**config.mk**
```make
export PLATFORM = sky130hd
export DESIGN_NAME = mult_div_unit
export DESIGN_NICKNAME = d
export VERILOG_FILES = /design/src/rtl/mdu_pkg.sv /design/src/rtl/mdu_step.sv /design/src/rtl/mult_div_unit.sv
export SDC_FILE = /design/constraint.sdc
export NUM_CORES = 1
export LEC_CHECK = 0
export ABC_AREA = 1
export BUFFER_PORTS_ARGS = -buffer_cell sky130_fd_sc_hd__buf_2
export CAP_MARGIN = 15
export CORE_ASPECT_RATIO = 1.75
export CORE_MARGIN = 8
export CORE_UTILIZATION = 55
export CTS_BUF_LIST = sky130_fd_sc_hd__clkbuf_8
export DETAILED_ROUTE_END_ITERATION = 10
export PLACE_DENSITY = 0.76
export SLEW_MARGIN = 20
export SYNTH_ARGS = -nofsm -noshare
export SYNTH_HDL_FRONTEND = slang
export SYNTH_HIERARCHICAL = 1
export SYNTH_SLANG_ARGS = --single-unit
export TNS_END_PERCENT = 50
```
**constraint.sdc**
```tcl
create_clock -name Clk -period 2.8 [get_ports Clk]
set_input_delay 0.56 -clock Clk [delete_from_list [all_inputs] [get_ports Clk]]
set_output_delay 0.56 -clock Clk [all_outputs]
set_load 0.05 [all_outputs]
```
**src/rtl/mdu_pkg.sv**
```systemverilog
// Shared types and op-decode helpers for the multiply/divide unit.
package mdu_pkg;

  typedef enum logic [1:0] {
    MULT  = 2'b00,
    MULTU = 2'b01,
    DIV   = 2'b10,
    DIVU  = 2'b11
  } mdu_op_t;

  typedef enum logic [2:0] {
    IDLE = 3'd0,
    PREP = 3'd1,
    RUN  = 3'd2,
    FIX  = 3'd3,
    DONE = 3'd4
  } mdu_state_t;

  function automatic logic is_div(input mdu_op_t op);
    return (op == DIV) || (op == DIVU);
  endfunction

  function automatic logic is_signed(input mdu_op_t op);
    return (op == MULT) || (op == DIV);
  endfunction

endpackage

```
**src/rtl/mdu_step.sv**
```systemverilog
// One radix-2 iteration on unsigned magnitudes.
// Multiply: {acc,q} holds the partial product, q[0] is the current multiplier bit.
// Divide:   acc is the partial remainder, q shifts the dividend out and the quotient in.
module mdu_step #(
  parameter int WIDTH = 32
) (
  input  logic             is_div,
  input  logic [WIDTH-1:0] acc_i,
  input  logic [WIDTH-1:0] q_i,
  input  logic [WIDTH-1:0] m_i,
  output logic [WIDTH-1:0] acc_o,
  output logic [WIDTH-1:0] q_o
);

  logic [WIDTH:0]   sum;
  logic [WIDTH:0]   rem_sh;
  logic             rem_ge;
  logic [WIDTH-1:0] rem_sub;

  // Shift-add and restoring shift-subtract, selected by is_div
  always_comb begin
    sum     = {1'b0, acc_i} + {1'b0, (q_i[0] ? m_i : '0)};
    rem_sh  = {acc_i, q_i[WIDTH-1]};
    rem_ge  = (rem_sh >= {1'b0, m_i});
    // When rem_ge holds the true difference is below the divisor, so it fits in WIDTH bits
    rem_sub = rem_sh[WIDTH-1:0] - m_i;
    acc_o   = sum[WIDTH:1];
    q_o     = {sum[0], q_i[WIDTH-1:1]};
    if (is_div) begin
      if (rem_ge) begin
        acc_o = rem_sub;
        q_o   = {q_i[WIDTH-2:0], 1'b1};
      end else begin
        acc_o = rem_sh[WIDTH-1:0];
        q_o   = {q_i[WIDTH-2:0], 1'b0};
      end
    end
  end

endmodule

```
**src/rtl/mult_div_unit.sv**
```systemverilog
// Sequential multiply/divide unit with architectural HI/LO registers.
//
// state | meaning
// ------+-----------------------------------------------------------
// IDLE  | waiting for start
// PREP  | take operand magnitudes, record result signs, trap div-by-0
// RUN   | WIDTH radix-2 iterations, one per cycle
// FIX   | apply result signs, write hi/lo on the edge into DONE
// DONE  | one-cycle done pulse; a new start may be accepted here
module mult_div_unit
  import mdu_pkg::*;
#(
  parameter int WIDTH = 32
) (
  input  logic             Clk,
  input  logic             reset,
  input  logic             start,
  input  logic [1:0]       op,
  input  logic [WIDTH-1:0] oper_A,
  input  logic [WIDTH-1:0] oper_B,
  input  logic             flush,
  output logic             busy,
  output logic             done,
  output logic             div_zero,
  output logic [WIDTH-1:0] hi,
  output logic [WIDTH-1:0] lo
);

  localparam int CNT_W = $clog2(WIDTH) + 1;

  mdu_state_t       state_q, state_d;
  mdu_op_t          op_q, op_d;
  logic [WIDTH-1:0] a_q, a_d;
  logic [WIDTH-1:0] b_q, b_d;
  logic [WIDTH-1:0] m_q, m_d;
  logic [WIDTH-1:0] acc_q, acc_d;
  logic [WIDTH-1:0] q_q, q_d;
  logic [CNT_W-1:0] cnt_q, cnt_d;
  logic             neg_lo_q, neg_lo_d;
  logic             neg_hi_q, neg_hi_d;
  logic             dz_q, dz_d;
  logic [WIDTH-1:0] hi_q, hi_d;
  logic [WIDTH-1:0] lo_q, lo_d;

  logic [WIDTH-1:0]   step_acc;
  logic [WIDTH-1:0]   step_q;
  logic               a_neg, b_neg;
  logic [WIDTH-1:0]   a_mag, b_mag;
  logic [2*WIDTH-1:0] prod_raw, prod_fix;

  mdu_step #(.WIDTH(WIDTH)) u_step (
    .is_div (is_div(op_q)),
    .acc_i  (acc_q),
    .q_i    (q_q),
    .m_i    (m_q),
    .acc_o  (step_acc),
    .q_o    (step_q)
  );

  // Next-state and datapath control
  always_comb begin
    state_d  = state_q;
    op_d     = op_q;
    a_d      = a_q;
    b_d      = b_q;
    m_d      = m_q;
    acc_d    = acc_q;
    q_d      = q_q;
    cnt_d    = cnt_q;
    neg_lo_d = neg_lo_q;
    neg_hi_d = neg_hi_q;
    dz_d     = dz_q;
    hi_d     = hi_q;
    lo_d     = lo_q;

    a_neg    = is_signed(op_q) && a_q[WIDTH-1];
    b_neg    = is_signed(op_q) && b_q[WIDTH-1];
    a_mag    = a_neg ? -a_q : a_q;
    b_mag    = b_neg ? -b_q : b_q;
    prod_raw = {acc_q, q_q};
    prod_fix = neg_lo_q ? -prod_raw : prod_raw;

    unique case (state_q)
      IDLE, DONE: begin
        state_d = IDLE;
        // flush cancels a coinciding start
        if (start && !flush) begin
          op_d    = mdu_op_t'(op);
          a_d     = oper_A;
          b_d     = oper_B;
          dz_d    = 1'b0;
          state_d = PREP;
        end
      end
      PREP: begin
        if (flush) begin
          state_d = IDLE;
        end else if (is_div(op_q) && (b_q == '0)) begin
          dz_d    = 1'b1;
          state_d = DONE;
        end else begin
          q_d      = a_mag;
          m_d      = b_mag;
          acc_d    = '0;
          cnt_d    = CNT_W'(WIDTH);
          neg_lo_d = a_neg ^ b_neg;
          // remainder follows the dividend's sign
          neg_hi_d = a_neg;
          state_d  = RUN;
        end
      end
      RUN: begin
        if (flush) begin
          state_d = IDLE;
        end else begin
          acc_d = step_acc;
          q_d   = step_q;
          cnt_d = cnt_q - CNT_W'(1);
          if (cnt_q == CNT_W'(1)) state_d = FIX;
        end
      end
      FIX: begin
        if (flush) begin
          state_d = IDLE;
        end else begin
          if (is_div(op_q)) begin
            lo_d = neg_lo_q ? -q_q : q_q;
            hi_d = neg_hi_q ? -acc_q : acc_q;
          end else begin
            {hi_d, lo_d} = prod_fix;
          end
          state_d = DONE;
        end
      end
      default: state_d = IDLE;
    endcase
  end

  // State and datapath registers, synchronous active-low reset
  always_ff @(posedge Clk) begin
    if (!reset) begin
      state_q  <= IDLE;
      op_q     <= MULT;
      a_q      <= '0;
      b_q      <= '0;
      m_q      <= '0;
      acc_q    <= '0;
      q_q      <= '0;
      cnt_q    <= '0;
      neg_lo_q <= 1'b0;
      neg_hi_q <= 1'b0;
      dz_q     <= 1'b0;
      hi_q     <= '0;
      lo_q     <= '0;
    end else begin
      state_q  <= state_d;
      op_q     <= op_d;
      a_q      <= a_d;
      b_q      <= b_d;
      m_q      <= m_d;
      acc_q    <= acc_d;
      q_q      <= q_d;
      cnt_q    <= cnt_d;
      neg_lo_q <= neg_lo_d;
      neg_hi_q <= neg_hi_d;
      dz_q     <= dz_d;
      hi_q     <= hi_d;
      lo_q     <= lo_d;
    end
  end

  // Status outputs decoded from state
  always_comb begin
    busy     = (state_q == PREP) || (state_q == RUN) || (state_q == FIX);
    done     = (state_q == DONE);
    div_zero = (state_q == DONE) && dz_q;
    hi       = hi_q;
    lo       = lo_q;
  end

endmodule

```
# --- Yosys cells after proc, flatten, opt, wreduce, memory -nomap -nowiden ---
# Cells that the tools add are included.
totals:
  regBits: 238
  wordCells: 94
  inputBits: 70
classes:
  magnitude_cmp: 1
  addsub: 8
  n_bitwise: 3
  n_eq_ne: 13
  muxes: 35
  reduce_logical: 21
op_table:
  columns: ["op", "n"]
  rows:
  - ["32-bit two-way mux", 16]
  - ["32-bit negator", 4]
  - ["32-bit case mux with 2 select lines", 2]
  - ["64-bit two-way mux", 1]
  - ["64-bit negator", 1]
  - ["32-bit by 32-bit adder with 33-bit output", 1]
  - ["33-bit by 32-bit >= comparator with 1-bit output", 1]
  - ["32-bit logical NOT", 1]
  - ["32-bit subtractor", 1]
  - ["6-bit two-way mux", 3]
  - ["3-bit two-way mux", 5]
  - ["3-bit case mux with 4 select lines", 1]
  - ["6-bit case mux with 2 select lines", 1]
  - ["2-bit inequality test (second input constant)", 5]
  - ["4-bit AND reduction", 2]
  - ["3-bit by 2-bit equality test with 1-bit output (second input constant)", 2]
  - ["6-bit by 1-bit equality test with 1-bit output (second input constant)", 1]
  - ["6-bit by 1-bit subtractor with 6-bit output (second input constant)", 1]
  - ["1-bit logical AND", 5]
  - ["1-bit two-way mux", 5]
  - ["2-bit equality test (second input constant)", 2]
  - ["1-bit logical OR", 4]
  - ["2-bit AND reduction", 2]
  - ["2-bit nonzero test", 2]
  - ["other kinds (11)", 12]

# --- Logic depth before layout (Yosys ltp) ---
# Gate-level depths: netlist of the first run.
logic_depth:
  depth_word: 7
  depth_mapped: 19

# --- Hierarchy ---
# Netlist of the first run, hierarchy kept.
modules_own_cells:
  columns: ["module", "cells_per_inst", "instances", "area_each_um2"]
  rows:
  - ["mult_div_unit", 2075, 1, 13055.0]
  - ["mdu_step", 1280, 1, 6150.9]

# --- Worst setup path before layout of the first run ---
# No wires, ideal clock.
synth_path:
  path_kind: "register -> register"
  startpoint: "register q_q[0]"
  endpoint: "register acc_q[7]"
  slack_ps: 297
  arrival_time_ps: 2386
  path_buffers: 2
  required_time_ps: 2683
  stages_incl_launch_ff: 17
  path_cell_list: "dfxtp_1 > clkbuf_1 > clkbuf_1 > nand2_1 > inv_1 > ha_1 > fa_1 > nand2_1 > nand2_1 > and2_1 > a21oi_1 > inv_1 > or2_2 > nand3_1 > nand2_1 > a21oi_1 > nor2_1"
synth_between:
  elab_chain_len: 5
synth_rtl:
  columns: ["item", "line_no", "source"]
  rows:
  - ["from (decl)", "mult_div_unit.sv:37", "logic [WIDTH-1:0] q_q, q_d;"]
  - ["from (signal assigned)", "mult_div_unit.sv:162", "q_q <= q_d;"]
  - ["32-bit two-way mux", "mdu_step.sv:22", "sum = {1'b0, acc_i} + {1'b0, (q_i[0] ? m_i : '0)};"]
  - ["32-bit by 32-bit adder with 33-bit output", "mdu_step.sv:22", null]
  - ["32-bit two-way mux", "mdu_step.sv:29", "if (is_div) begin"]
  - ["net step_acc[7]", "mult_div_unit.sv:45", "logic [WIDTH-1:0] step_acc;"]
  - ["32-bit two-way mux", "mult_div_unit.sv:113", "if (flush) begin"]
  - ["32-bit case mux with 2 select lines", "mult_div_unit.sv:83", "unique case (state_q)"]
  - ["to (signal assigned)", "mult_div_unit.sv:147", "acc_q <= '0;"]
  - ["to (signal assigned)", "mult_div_unit.sv:161", "acc_q <= acc_d;"]
  - ["to (decl)", "mult_div_unit.sv:36", "logic [WIDTH-1:0] acc_q, acc_d;"]
# The timed path passes the listed nets, and every way through them passes these cells. The select of a mux whose other input is x is not followed.
# A chain may end at the register's enable or synchronous reset.

# --- Final worst setup path of the first run ---
layout_path:
  startpoint: "register m_q[11]"
  endpoint: "register acc_q[30]"
layout_between:
  elab_chain_len: 5
layout_rtl:
  columns: ["item", "line_no", "source"]
  rows:
  - ["from (decl)", "mult_div_unit.sv:35", "logic [WIDTH-1:0] m_q, m_d;"]
  - ["from (signal assigned)", "mult_div_unit.sv:160", "m_q <= m_d;"]
  - ["32-bit two-way mux (tied with other cells)", "mdu_step.sv:22", null]
  - ["32-bit by 32-bit adder with 33-bit output / 32-bit two-way mux (equally long branches)", "mdu_step.sv:22, mdu_step.sv:30", null]
  - ["32-bit two-way mux *", "mdu_step.sv:29", null]
  - ["net step_acc[30]", "mult_div_unit.sv:45", null]
  - ["32-bit two-way mux *", "mult_div_unit.sv:113", null]
  - ["32-bit case mux with 2 select lines *", "mult_div_unit.sv:83", null]
# The timed path passes the listed nets; every way through them passes the cells marked *. The select of a mux whose other input is x is not followed.

==> results.py, run 1 <==
metrics = {
    "setup_path": {
        "path_cells": "inv_1 > ha_1 > nand2_1 > nor2_1 > nand2_1 > nand2_1 > inv_1 > nand2_1 > nand2_1 > nand3_1 > nand3_1 > nand2_1 > nand2_1 > a21oi_1 > nor2_1",
        "slowest_delay_ps": 430,
        "crit_path_max_fanout": 4,
        "worstPathRequired_ps": 3260,
        "r2r-start": "m_q[11]",
        "crit_top_cell": "nand2_1",
        "start_kind": "flip-flop",
        "crit_type": "flip-flop to flip-flop",
        "slowest_stage": "nor2_1",
        "end_kind": "flip-flop",
        "critPathArrivalTime_ps": 3120,
        "startpoint": "m_q[11]",
    },
    "placed_design": {
        "dp.cells": 3923,
        "post-dp-hpwl_microns": 61100,
        "gp_congestion": 1.04,
        "io_buffers": 136,
    },
    "logic_synthesis": {
        "synth_compound_area_frac": 0.163,
        "synth_edf_count": 0,
        "synthCells": 3355,
        "yosysSeqAreaShare": 0.248,
        "muxShareOfSynthArea": 0,
        "synth-adder-area-share": 0.0477,
        "synth_xor_area_frac": 0.0310,
        "synthSimpleGateAreaFrac": 0.391,
        "synth_top_family_by_area": "simple AND/OR/NAND/NOR gates",
        "synth_seq_cells": 238,
        "syn_area_sq_um": 19200,
        "synthArstFlopShare": 0,
        "ys_types": 49,
        "syn_nets": 3497,
        "syn_area_per_cell_sq_um": 5.72,
        "yosys_most_used_dff": "dfxtp_1",
        "yosysWarnings": 6,
    },
    "pwr": {
        "p_int_w": 0.00667,
        "finalPower_w": 0.0113,
        "peakVddDrop_uv": 399,
        "leakagePower_nw": 11.4,
        "power_switching_w": 0.00458,
        "p_comb_frac": 0.377,
        "seqPwrFrac": 0.331,
        "switching_share": 0.407,
        "clkPwrFrac": 0.292,
        "powerDensity_nw_per_um2": 519,
    },
    "routing": {
        "drc_errors": 0,
        "antenna_left": 0,
        "vias": 22862,
        "dr.pass1.iters": 8,
        "wire_per_inst_microns": 19.2,
        "drt-vias-per-instance": 5.72,
        "drt_iter0_markers": 2267,
        "totalWireLength_microns": 76900,
    },
    "grt": {
        "overflow": 0,
        "grt_max_degree": 122,
        "grt_pass1_vias": 21916,
        "antenna_found_initial": 1,
        "grt_pass1_wl_microns": 118000,
        "grt_usage": 0.362,
    },
    "timing": {
        "slew_violations": 0,
        "fmax_mhz": 376,
        "relSlewSlack": 0.494,
        "tns_ps": 0,
        "rsz0062_at_grt": "true",
        "whs_ps": 181,
        "hold_viol_final": 0,
        "final.setup_skew_ps": 47.3,
        "fin_crit_sh": 0.950,
        "fin_crit_ps": 2660,
        "setup_viol_count_final": 0,
        "worst_pin_slew_ps": 758,
    },
    "floorplan": {
        "start_util": 0.557,
        "num_rows": 90,
        "die_h_microns": 263,
        "fp.dieW_microns": 157,
        "core_area_sq_um": 34500,
        "dieArea_sq_um": 41400,
        "io-pin-count": 137,
    },
    "flow_run": {
        "maxCapViolations": 0,
    },
    "layout": {
        "fin_util": 0.629,
        "area_growth_pct": 12.9,
        "instances_no_fill": 3996,
        "nets": 3648,
        "layout-drive-gt1-share": 0.107,
        "fillers": 3507,
    },
    "clock_network": {
        "cts-root-buf": "clkbuf_8",
        "cts.sinks": 238,
        "clock_latency_ps": 610,
        "post_cts_buffers": 0,
        "cts-hold-fix-buffers": 0,
        "clk_pin_slew_ps": 70,
        "cts_tree": "done",
        "cts.path.max_buffers": 3,
        "htreeDepth": 2,
        "numCtsBuffers": 39,
    },
    "worst_hold_path": {
        "hp-class": "input pin to flip-flop",
        "hold_start": "oper_A[17]",
    },
    "run_status": {
        "status": "complete, no violations",
    },
}
==> power by group through the flow <==
stage          clock, W  sequential [W]  combinational [W]
3_5_place_dp          0         0.00379            0.00397
3_3_place_gp          0         0.00378            0.00395
6_report        0.00329         0.00372            0.00424
4_1_cts         0.00330         0.00371            0.00401
5_1_grt         0.00344         0.00373            0.00465
2_1_floorplan         0         0.00373            0.00279
==> cell type report <==
type	count	area, sq um	area share
inverters	445	1680	0.0774
well taps	460	576	0.0265
diodes	1	2.50	0.000115
clock buffers	51	702	0.0324
repair buffers	235	1570	0.0722
multi-input cells	2547	12300	0.566
clock inverters	19	120	0.00554
flip-flops and latches	238	4770	0.220
==> stage by stage <==
stage | worst slack [ps] | area (sq um)
after floorplan | 297 | 19200
after global placement | 31.7 | 20700
after detailed placement | 1.82 | 20700
after CTS | 52.0 | 21500
after global routing | -7.56 | 21700
final | 141 | 21700
==> synth_stat cells (all sizes together), types with 9 or more instances <==
cell    count  area share
nand2     924        0.18
nor2      497       0.099
inv       443       0.087
o21ai     314       0.082
a21oi     254       0.067
nand3     242       0.064
dfxtp     238        0.25
clkbuf     72       0.014
ha         70       0.046
buf        53       0.017
nand4      52       0.017
xor2       45       0.021
nand3b     34       0.013
nor3       24      0.0065
xnor2      23       0.010
or2        15      0.0049
and2        9      0.0029
==> critical path: cells and delay by family (launching register included) <==
| family | cells | cell delay (ps) |
|---|---|---|
| simple gates | 11 | 1490 |
| flops | 1 | 400 |
| fa+ha+maj | 1 | 370 |
| buf+inv | 2 | 120 |
| compound gates | 1 | 120 |
==> what timing repair did <==
item	4_1_cts	5_1_grt
pin swaps	0	4
setup endpoints to repair	2	48
gates resized for setup	3	43
cloned	0	2
==> path summary, 6_finish.rpt <==
kind               end  slack [ps]  cells after the start
max          acc_q[30]         140                     15
min            a_q[17]         180                      3
min reg2reg       dz_q         470                      2
max reg2reg  acc_q[30]         140                     15
==> cell usage in the layout, fill, tap and decap left out, drive strengths merged, types with 4 or more instances in the layout <==
cell	synthesis	routed
nand2	924	924
inv	443	455
or2	15	15
nand4	52	52
a21oi	254	254
buf	53	233
nand3b	34	34
ha	70	70
o31ai	4	4
clkbuf	72	53
nand3	242	242
dfxtp	238	238
a21o	5	5
nor2	497	497
xor2	45	45
clkinv	2	8
nor3	24	24
o21a	5	5
o21ai	314	314
xnor2	23	23
o21bai	7	7
a31oi	4	4
and2	9	9
==> sequential cells by signal (all words and copies together) (netlist names), 2 cells and up <==
name     count
m_q         32
op_q         2
cnt_q        6
acc_q       32
q_q         32
hi          32
a_q         32
b_q         32
state_q      3
lo          32
==> routing by layer <==
layer | wire length (microns) | vias to the layer above | global-route usage
met4 | 8380 | 0 | 0.341
li1 | - | 11035 | -
met2 | 37300 | 1115 | 0.628
met5 | 0 | - | 0
met1 | 26300 | 10335 | 0.359
met3 | 4910 | 377 | 0.0561
==> logic make-up after synthesis <==
| kind of cell | Yosys count |
|---|---|
| compound gates | 606 |
| xor+xnor | 68 |
| fa+ha+maj | 72 |
| buf+inv | 570 |
| flops | 238 |
| simple gates | 1801 |
No activity file was read; power rests on OpenSTA's default activity.
==> run 2, diff against run 1 <==
- ABC_AREA: 1 -> 0
==> results.py, run 2 <==
metrics = {
    "floorplan": {
        "core_area_sq_um": 30500,
        "num_rows": 85,
        "dieArea_sq_um": 36800,
        "die_h_microns": 248,
        "start_util": 0.554,
        "fp.dieW_microns": 148,
        "io-pin-count": 137,
    },
    "logic_synthesis": {
        "synth_top_area_frac": 0.282,
        "yosys_most_used_dff": "dfxtp_1",
        "synth_area_leaders": "dfxtp_1 (28%), a21oi_1 (7.3%), nand2_1 (6.2%)",
        "synth_top_area_cell": "dfxtp_1",
        "ys_types": 90,
        "yosysWarnings": 6,
        "syn_area_per_cell_sq_um": 7.47,
        "syn_nets": 2405,
        "synth_edf_count": 0,
        "synth_seq_cells": 238,
        "synthCells": 2263,
        "syn_area_sq_um": 16900,
        "synth.most_common_cell": "nand2_1",
        "synthArstFlopShare": 0,
        "synth_common_cells": "nand2_1 (279), a21oi_1 (248), dfxtp_1 (238)",
        "yosysSeqAreaShare": 0.282,
    },
    "layout": {
        "area_growth_pct": 27.3,
        "fillers": 2539,
        "final_common_cell": "buf_4",
        "stdcell_area_sq_um": 21500,
        "layout-drive-gt1-share": 0.271,
        "nets": 2742,
        "final_cell_mix": "buf_4 (313), nand2_1 (272), a21oi_1 (236)",
        "fin_util": 0.705,
    },
    "timing": {
        "fin_crit_sh": 1.13,
        "fin_ws_ps": -378,
        "rsz0062_at_grt": "true",
        "fin_crit_ps": 3180,
        "setup_viol_count_final": 33,
        "relSlewSlack": 0.504,
        "slew_violations": 0,
        "fmax_mhz": 315,
        "whs_ps": 221,
        "hold_viol_final": 0,
        "final.setup_skew_ps": 29.7,
        "worst_pin_slew_ps": 738,
    },
    "worst_hold_path": {
        "hp-class": "input pin to flip-flop",
    },
    "pwr": {
        "clkPwrFrac": 0.329,
        "peakVddDrop_uv": 471,
        "switching_share": 0.323,
        "powerDensity_nw_per_um2": 421,
        "p_comb_frac": 0.278,
        "p_int_w": 0.00612,
        "power_switching_w": 0.00292,
        "seqPwrFrac": 0.393,
        "leakagePower_nw": 9.31,
    },
    "placed_design": {
        "post-dp-hpwl_microns": 48700,
        "io_buffers": 136,
        "gp_congestion": 0.970,
        "placed_area_sq_um": 19900,
        "pre_cts_slack_ps": -469,
    },
    "grt": {
        "grt_pass1_vias": 18381,
        "grt_max_degree": 109,
        "overflow": 0,
        "grt_usage": 0.348,
        "antenna_found_initial": 1,
        "grt_pass1_wl_microns": 101000,
    },
    "setup_path": {
        "worstPathRequired_ps": 3250,
        "start_kind": "flip-flop",
        "crit_path_max_fanout": 7,
        "crit_type": "flip-flop to flip-flop",
        "end_kind": "flip-flop",
        "critPathArrivalTime_ps": 3630,
    },
    "routing": {
        "drt-vias-per-instance": 6.16,
        "wire_per_inst_microns": 21.6,
        "drt_iter0_markers": 1208,
        "antenna_left": 0,
        "vias": 18575,
        "totalWireLength_microns": 65200,
        "dr.pass1.iters": 6,
        "drc_errors": 0,
    },
    "clock_network": {
        "clk_pin_slew_ps": 70,
        "cts.sinks": 238,
        "cts-root-buf": "clkbuf_8",
        "cts_tree": "done",
        "cts.path.max_buffers": 3,
        "clock_latency_ps": 570,
        "htreeDepth": 2,
        "cts-hold-fix-buffers": 0,
        "numCtsBuffers": 36,
    },
    "run_status": {
        "status": "finished with violations",
        "violations": "setup timing",
    },
    "flow_run": {
        "maxCapViolations": 0,
    },
}
run 2: cell count changes in the layout (fill, tap and decap cells not counted), moves of 31 or more:
cell / before / now
mux2_2: 0 / 31
inv_1: 445 / 70
buf_4: 89 / 313
nor2_1: 475 / 202
nand2_1: 913 / 272
a211oi_1: 3 / 50
xnor2_1: 22 / 59
xor2_1: 45 / 81
nand3b_1: 34 / 3
nand3_1: 239 / 58
a31oi_1: 4 / 47
o21ai_0: 309 / 100
run 2: kinds of logic after synthesis:
family          share of synthesized area
compound gates                      0.254
xor+xnor                           0.0767
fa+ha+maj                          0.0542
buf+inv                            0.0578
flops                               0.282
mux                                0.0293
simple gates                        0.246
run 2: routing by layer:
metal,global-route usage,part of all wire,vias to the layer above
li1,-,-,8856
met1,0.345,0.34,8718
met2,0.622,0.50,722
met3,0.0507,0.053,279
met4,0.306,0.099,0
met5,0,0,-
run 2: layout make-up:
| cell class | count | area [sq um] | share of cell area |
|---|---|---|---|
| clock inverter | 17 | 103 | 0.00477 |
| timing repair buffer | 474 | 3490 | 0.162 |
| antenna | 1 | 2.50 | 0.000116 |
| multi-input combinational | 1786 | 11800 | 0.547 |
| clock buffer | 44 | 606 | 0.0282 |
| inverter | 64 | 248 | 0.0115 |
| tap | 391 | 489 | 0.0227 |
| sequential | 238 | 4800 | 0.223 |
run 2: power groups by stage:
| stage | clock network, W | registers (W) | logic (W) |
|---|---|---|---|
| detailed placement | 0 | 0.00363 | 0.00210 |
| CTS | 0.00300 | 0.00356 | 0.00234 |
| floorplan | 0 | 0.00361 | 0.00128 |
| finish | 0.00297 | 0.00356 | 0.00251 |
| global placement | 0 | 0.00363 | 0.00207 |
| global route | 0.00313 | 0.00357 | 0.00267 |
run 2: path summary, 6_finish.rpt:
| kind | start | slack, ps | cells past startpoint | end |
|---|---|---|---|---|
| worst max-delay path | q_q[0] | -380 | 16 | acc_q[29] |
| worst min-delay path | oper_A[15] | 220 | 3 | a_q[15] |
| worst max register to register | q_q[0] | -380 | 16 | acc_q[29] |
| worst min register to register | hi[18] | 450 | 2 | hi[18] |
run 2: worst max-delay path, cell delays in order (launching register included):
cell,delay [ps]
dfxtp_4,390
and2_4,160
ha_4,160
fa_2,390
a21oi_4,160
o211ai_1,180
a31oi_2,270
nor3_4,70
o211ai_1,170
buf_4,180
nor3_2,60
a211oi_2,190
xor2_1,240
mux2i_1,90
nor4b_2,170
a21oi_1,140
nor2_1,50
run 2: what timing repair did:
item                       CTS  global route
pin swaps                   21            27
resized for setup           47            87
setup endpoints to repair   33            37
setup buffers               22             8
gates cloned                 2             1
run 2: through the flow:
| stage | cells | TNS [ps] | total power (W) |
|---|---|---|---|
| 2_1_floorplan | 2263 | -520 | 0.00488 |
| 3_3_place_gp | 2921 | -7520 | 0.00570 |
| 3_5_place_dp | 2921 | -9860 | 0.00573 |
| 4_1_cts | 3006 | -8670 | 0.00889 |
| 5_1_grt | 3015 | -13500 | 0.00936 |
| 6_report | 3015 | -8100 | 0.00905 |
